[config.mk]
export PLATFORM = sky130hd
export DESIGN_NAME = sme_driver
export DESIGN_NICKNAME = d
export VERILOG_FILES = /design/src/rtl/sme_driver.sv
export SDC_FILE = /design/constraint.sdc
export NUM_CORES = 1
export LEC_CHECK = 0
export BUFFER_PORTS_ARGS = -buffer_cell sky130_fd_sc_hd__buf_2
export CAP_MARGIN = 20
export CORE_MARGIN = 5
export CORE_UTILIZATION = 40
export DETAILED_ROUTE_END_ITERATION = 10
export GPL_TIMING_DRIVEN = 0
export PLACE_DENSITY = 0.56
export SETUP_SLACK_MARGIN = 0.02
export SLEW_MARGIN = 20
export SYNTH_ARGS = -nofsm -noshare
export SYNTH_HDL_FRONTEND = slang
export SYNTH_SLANG_ARGS = --single-unit
[constraint.sdc]
create_clock -name clk -period 3.8 [get_ports clk]
set_clock_uncertainty 0.2 [all_clocks]
set_input_delay 0.19 -clock clk [delete_from_list [all_inputs] [get_ports clk]]
set_output_delay 0.19 -clock clk [all_outputs]
set_load 0.05 [all_outputs]
[src/rtl/sme_driver.sv]
// sme_driver: initiator-side front end for the string-matching engine (SME).
//
// The host fills a string buffer and up to PAT_NUM pattern buffers, then pulses
// start. The block streams the string once, then each pattern in turn, to the
// SME and waits for its valid. It returns one result record per pattern.
//
// Ports:
//   clk, reset        rising-edge clock, asynchronous active-low reset
//   clr               zero all buffer lengths (ignored while busy)
//   wr_en/wr_sel/     append wr_data to the string (wr_sel=0) or to pattern
//   wr_pid/wr_data    slot wr_pid (wr_sel=1); ignored while busy
//   start, pat_num    begin a run over patterns 0..pat_num-1
//   busy, done        run in progress / one-cycle end-of-run pulse
//   chardata,         character stream to the SME
//   isstring/ispattern
//   match,            SME response, sampled only while waiting for it
//   match_index/valid
//   res_valid, res_*  one-cycle result strobe and held result fields
//
// Optional feature: define SME_DRV_TIMEOUT_EN to bound the wait for valid to
// TIMEOUT cycles; otherwise res_timeout is tied to 0.
//
// Port widths are sized for the default parameter values.

module sme_driver #(
    parameter int unsigned STR_MAX = 32,
    parameter int unsigned PAT_LEN = 8,
    parameter int unsigned PAT_NUM = 4,
    parameter int unsigned TIMEOUT = 255
) (
    input  logic       clk,
    input  logic       reset,
    input  logic       clr,
    input  logic       wr_en,
    input  logic       wr_sel,
    input  logic [1:0] wr_pid,
    input  logic [7:0] wr_data,
    input  logic       start,
    input  logic [2:0] pat_num,
    output logic       busy,
    output logic       done,
    output logic [7:0] chardata,
    output logic       isstring,
    output logic       ispattern,
    input  logic       match,
    input  logic [4:0] match_index,
    input  logic       valid,
    output logic       res_valid,
    output logic [1:0] res_pid,
    output logic       res_match,
    output logic [4:0] res_index,
    output logic       res_timeout
);

    typedef enum logic [2:0] {StIdle, StSendStr, StSendPat, StWait, StNext} state_e;

    // ------------------------------------------------------------------
    // Buffers
    // ------------------------------------------------------------------
    logic [7:0] str_mem [STR_MAX];
    logic [7:0] pat_mem [PAT_NUM][PAT_LEN];
    logic [5:0] str_len_q;
    logic [3:0] pat_len_q [PAT_NUM];

    logic str_room;
    logic pat_room;
    logic wr_ok;

    assign str_room = (str_len_q < 6'(STR_MAX));
    assign pat_room = (pat_len_q[wr_pid] < 4'(PAT_LEN));
    assign wr_ok    = wr_en && !clr && !busy;

    // Contents need no reset; only the lengths define what is valid.
    always_ff @(posedge clk) begin
        if (wr_ok) begin
            if (!wr_sel) begin
                if (str_room) str_mem[str_len_q[4:0]] <= wr_data;
            end else if (pat_room) begin
                pat_mem[wr_pid][pat_len_q[wr_pid][2:0]] <= wr_data;
            end
        end
    end

    always_ff @(posedge clk or negedge reset) begin
        if (!reset) begin
            str_len_q <= '0;
            for (int i = 0; i < int'(PAT_NUM); i++) pat_len_q[i] <= '0;
        end else if (!busy) begin
            if (clr) begin
                str_len_q <= '0;
                for (int i = 0; i < int'(PAT_NUM); i++) pat_len_q[i] <= '0;
            end else if (wr_en) begin
                if (!wr_sel) begin
                    if (str_room) str_len_q <= str_len_q + 6'd1;
                end else if (pat_room) begin
                    pat_len_q[wr_pid] <= pat_len_q[wr_pid] + 4'd1;
                end
            end
        end
    end

    // ------------------------------------------------------------------
    // Sequencer
    // ------------------------------------------------------------------
    state_e     state_q, state_d;
    logic [4:0] idx_q, idx_d;       // character index within string or pattern
    logic [1:0] pid_q, pid_d;       // current pattern slot
    logic [2:0] npat_q, npat_d;     // pat_num latched at start

    logic       start_ok;
    logic [3:0] cur_len;
    logic       hit;                // SME answered while waiting
    logic       report;             // a result is produced this cycle
    logic       report_to;          // that result is a timeout

    logic       busy_d, done_d, isstring_d, ispattern_d, res_valid_d;
    logic [7:0] chardata_d;
    logic [1:0] res_pid_d;
    logic       res_match_d, res_timeout_d;
    logic [4:0] res_index_d;

`ifdef SME_DRV_TIMEOUT_EN
    logic [7:0] tcnt_q, tcnt_d;
`else
    logic unused_timeout;
    assign unused_timeout = ^TIMEOUT;
`endif

    assign start_ok = start && (str_len_q != '0) && (pat_num != '0) &&
                      (pat_num <= 3'(PAT_NUM));
    assign cur_len  = pat_len_q[pid_q];
    assign hit      = (state_q == StWait) && valid;

    // State and output registers.
    always_ff @(posedge clk or negedge reset) begin
        if (!reset) begin
            state_q     <= StIdle;
            idx_q       <= '0;
            pid_q       <= '0;
            npat_q      <= '0;
            busy        <= 1'b0;
            done        <= 1'b0;
            chardata    <= '0;
            isstring    <= 1'b0;
            ispattern   <= 1'b0;
            res_valid   <= 1'b0;
            res_pid     <= '0;
            res_match   <= 1'b0;
            res_index   <= '0;
            res_timeout <= 1'b0;
`ifdef SME_DRV_TIMEOUT_EN
            tcnt_q      <= '0;
`endif
        end else begin
            state_q     <= state_d;
            idx_q       <= idx_d;
            pid_q       <= pid_d;
            npat_q      <= npat_d;
            busy        <= busy_d;
            done        <= done_d;
            chardata    <= chardata_d;
            isstring    <= isstring_d;
            ispattern   <= ispattern_d;
            res_valid   <= res_valid_d;
            res_pid     <= res_pid_d;
            res_match   <= res_match_d;
            res_index   <= res_index_d;
            res_timeout <= res_timeout_d;
`ifdef SME_DRV_TIMEOUT_EN
            tcnt_q      <= tcnt_d;
`endif
        end
    end

    // Next-state logic.
    always_comb begin
        state_d   = state_q;
        idx_d     = idx_q;
        pid_d     = pid_q;
        npat_d    = npat_q;
        report    = 1'b0;
        report_to = 1'b0;
`ifdef SME_DRV_TIMEOUT_EN
        tcnt_d    = tcnt_q;
`endif
        unique case (state_q)
            StIdle: begin
                if (start_ok) begin
                    state_d = StSendStr;
                    idx_d   = '0;
                    pid_d   = '0;
                    npat_d  = pat_num;
                end
            end
            StSendStr: begin
                if ({1'b0, idx_q} == str_len_q - 6'd1) begin
                    state_d = StSendPat;
                    idx_d   = '0;
                end else begin
                    idx_d = idx_q + 5'd1;
                end
            end
            StSendPat: begin
                if (cur_len == '0) begin
                    // Empty slot: nothing goes to the SME, report a miss.
                    state_d = StNext;
                    report  = 1'b1;
                end else if (idx_q == {1'b0, cur_len - 4'd1}) begin
                    state_d = StWait;
`ifdef SME_DRV_TIMEOUT_EN
                    tcnt_d  = '0;
`endif
                end else begin
                    idx_d = idx_q + 5'd1;
                end
            end
            StWait: begin
                if (valid) begin
                    state_d = StNext;
                    report  = 1'b1;
                end
`ifdef SME_DRV_TIMEOUT_EN
                else if (tcnt_q == 8'(TIMEOUT - 1)) begin
                    state_d   = StNext;
                    report    = 1'b1;
                    report_to = 1'b1;
                end else begin
                    tcnt_d = tcnt_q + 8'd1;
                end
`endif
            end
            StNext: begin
                if ({1'b0, pid_q} + 3'd1 == npat_q) begin
                    state_d = StIdle;
                end else begin
                    state_d = StSendPat;
                    pid_d   = pid_q + 2'd1;
                    idx_d   = '0;
                end
            end
            default: state_d = StIdle;
        endcase
    end

    // Output logic: computed from the upcoming state so every output is a flop.
    always_comb begin
        busy_d        = (state_d != StIdle);
        done_d        = (state_q == StNext) && (state_d == StIdle);
        isstring_d    = 1'b0;
        ispattern_d   = 1'b0;
        chardata_d    = '0;
        res_valid_d   = report;
        res_pid_d     = res_pid;
        res_match_d   = res_match;
        res_index_d   = res_index;
        res_timeout_d = res_timeout;

        if (state_d == StSendStr) begin
            isstring_d = 1'b1;
            chardata_d = str_mem[idx_d];
        end else if (state_d == StSendPat && pat_len_q[pid_d] != '0) begin
            ispattern_d = 1'b1;
            chardata_d  = pat_mem[pid_d][idx_d[2:0]];
        end

        if (report) begin
            res_pid_d     = pid_q;
            res_match_d   = hit && match;
            res_index_d   = hit ? match_index : '0;
            res_timeout_d = report_to;
        end
    end

endmodule

==> key figures <==
Run status
  – Status: finished with violations
  – Failing checks: negative setup slack

Worst setup path
  – CP Data Required Time: 4.08 ns
  – WP data arrival: between 4 and 5 ns
  – Setup crit end kind: register
  – Slowest-stage cell, CP: mux4_2
  – Worst path cell trace: buf_6 -> mux4_2 -> inv_2 -> ha_4 -> xnor2_1 -> or4_4 -> o21a_4 -> or2_4 -> mux2i_4 -> buf_12 -> buf_12 -> mux4_2 -> a22oi_2 -> o211a_1 -> o31ai_2
  – Crit path from: pid_q[0]
  – Max stage delay on crit path: between 0.5 and 0.6 ns
  – Crit Path Max Fanout: 8
  – Stages on worst setup path: 15
  – Crit path launch type: register
  – Top delay family on crit path: multiplexers
  – Reg2Reg Depth: 15
  – R2r startpoint: pid_q[0]
  – Setup CP Type: register to register
  – Buffers & Inverters on Critical Path: 4

Layout
  – Most common cell after layout, fill and taps aside: edfxtp_1
  – Antenna fix cells: 0
  – Layout fillers: ~5000
  – Final Non-Filler Cells: about 2400
  – Design area: ~28000 sq um
  – Layout cells sized above 1: 0.207
  – Multi-input logic area: a little under 7000 sq um
  – Area grow syn2layout: 17.0%
  – Commonest cells after routing, fill and taps aside: edfxtp_1 (512), mux2i_1 (230), nor2_1 (81)
  – Layout net count: about 1600
  – Register area: approximately 17000 sq um

Placed design
  – Placed cells: 2256
  – Placer Congestion: 0.871
  – Hpwl dp: 36600 microns
  – Port bufs: between 40 and 50
  – Post-Place Worst Slack: -1.27 ns
  – Post-DP Area: approximately 25000 sq um

STA
  – Relative slew margins: 0.343
  – Hold Fails Final Rpt: 0
  – Measured slew at the worst slew-check pin: 0.982 ns
  – F_max: 0.228 GHz
  – Crit path time final: about 4.4 ns
  – PnR worst setup slack: -0.585 ns
  – RSZ-0062 raised after global routing: yes
  – Max Slew Vio Count: 0
  – Setup Viol. Count Final: 8
  – Period utilisation layout: 1.15

Power
  – Max VDD drop: approximately 470 uV
  – Total Power: between 20 and 25 mW
  – Leak: between 9 and 10 nW
  – Cell Pwr Density: 759 nW/um^2

GRT
  – Grt total ovfl: 0
  – Antenna violations before repair: 0
  – Pin count of the biggest net entering global routing: 65
  – Total GRT Usage: 0.178
  – First-pass GRT wire length: 85800 microns
  – Vias in the first global route: roughly 14000

Min path
  – Worst hold path startpoint: wr_en
  – Hold path depth: 5
  – Min-Delay Path Class: primary input to register

Drt
  – DRT Wirelength: 57200 microns
  – DR WL/cell: approximately 24 microns
  – Via Count: about 13000
  – ANT nets after route: 0
  – DRC errors left: 0
  – Drt first-iter violations: just over 1000
  – Drt first pass iters: 5
  – Via density: between 5 and 6

Floorplan
  – DIE AREA: between 60000 and 70000 sq um
  – Die height: ~250 microns
  – Initial Util: 0.403
  – Total I/O pin count: 48
  – Rows: just under 90
  – Horiz. Die Dim: roughly 250 microns
  – Core ar.: about 59000 sq um

Clocking
  – TritonCTS clock tree: built
  – CTS root buf: clkbuf_16
  – Num CTS Buffers: 59
  – Sink Count: 568
  – Deepest clock path buffer count: 3
  – Deepest level of the CTS H-tree: 2
  – Clock latency on the worst-skew pair: around 0.62 ns
  – Clock slew at reported path FFs: ~0.06 ns

Yosys
  – Async SR Flop Fraction: 0.0986
  – Cells after synthesis: 1436
  – Net count after synthesis: 1471
  – #FFs+latches synth: roughly 570
  – Synthesized area: 23800 sq um
  – Top_reg_cell synth: edfxtp_1
  – Unique masters post-synth: 74
  – Synthesized area per cell: about 17 sq um
  – Sequential-to-total area share from yosys stat: 0.705
  – Yosys Warn Count: 0
  – Post-synth EDFFs: slightly above 500

Run
  – # Max-Cap Violations: 0
-- per-stage QoR --
stage	setup TNS (ns)	utilization	hold slack, ns
detailed placement	-14.39	0.424	0.117
global route	-5.13	0.472	0.111
CTS	-4.53	0.469	0.0382
global placement	-12.04	0.423	0.214
finish	-4.40	0.472	0.0677
floorplan	-1.84	-	-0.306
-- what timing repair did --
item / 4_1_cts / 5_1_grt
pin swaps: 22 / 16
resized for setup: 77 / 31
setup buffers: 14 / 6
endpoints found under the hold margin: 256 / 60
cloned: 2 / 0
hold buffers: 28 / 1
endpoints found under the setup margin: 157 / 9
-- area by class of cell --
type	instances	share of cell area
Sequential cell	568	0.603
Multi-Input combinational cell	783	0.245
Clock buffer	70	0.0553
Tap cell	773	0.0347
Timing Repair Buffer	98	0.0288
Buffer	70	0.0177
Clock inverter	39	0.0135
Inverter	14	0.00198
-- logic make-up after synthesis --
kind of cell / Yosys count / share of synthesized area
flip-flops: 568 / 0.705
AO/OA/AOI/OAI: 179 / 0.0561
other: 1 / 0.000158
XOR/XNOR: 22 / 0.00810
AND/OR/NAND/NOR: 278 / 0.0576
multiplexers: 294 / 0.148
adder cells (fa/ha/maj): 9 / 0.00473
buffers and inverters: 85 / 0.0202
-- registers in the layout, indices dropped and copies added (netlist names), 2 cells and up --
register / cells
state_q: 3
idx_q: 5
pat_mem: 256
str_mem: 256
str_len_q: 6
npat_q: 3
res_index: 5
pat_len_q: 16
pid_q: 2
res_pid: 2
chardata: 8
-- worst min-delay path, stage by stage --
cell	delay, ns
buf_2	0.11
nand4bb_1	0.15
nor2_1	0.11
nand2_1	0.16
o21ai_0	0.10
-- Yosys cell counts (10+ instances only) --
library cell  number  area share
edfxtp_1         512        0.65
mux2i_1          233       0.098
nor2_1            84       0.013
nand2_1           76       0.012
dfrtp_1           56       0.059
and3_1            50       0.013
a211oi_1          48       0.015
o21ai_0           35      0.0074
clkbuf_1          28      0.0044
mux4_2            28       0.026
buf_2             21      0.0044
mux2_2            20      0.0095
mux4_1            12       0.013
xnor2_1           12      0.0044
inv_1             11      0.0017
xor2_1            10      0.0037
-- path summary, 6_finish.rpt --
kind | endpoint | slack, ns
max in group asynchronous | pat_len_q[0] | 2.50
worst max register to register | chardata[4] | -0.58
worst min-delay path | pat_len_q[9] | 0.07
worst max-delay path | chardata[4] | -0.58
min in group asynchronous | res_index[2] | 0.38
worst min register to register | res_pid[0] | 0.27
-- layer usage --
layer	part of all wire	global-route usage
met5	0	0
met4	0.027	0.0525
met3	0.044	0.0259
met2	0.50	0.302
met1	0.43	0.240
-- power breakdown --
part / leakage [nW] / total (mW) / switching, mW / internal, mW
combinational: 3.57 / 8.25 / 4.67 / 3.57
clock: 0.928 / 5.72 / 2.37 / 3.35
sequential: 5.34 / 7.17 / 0.174 / 7.00
total: 9.84 / 21.1 / 7.21 / 13.9
Power figures use the tool's default switching activity.
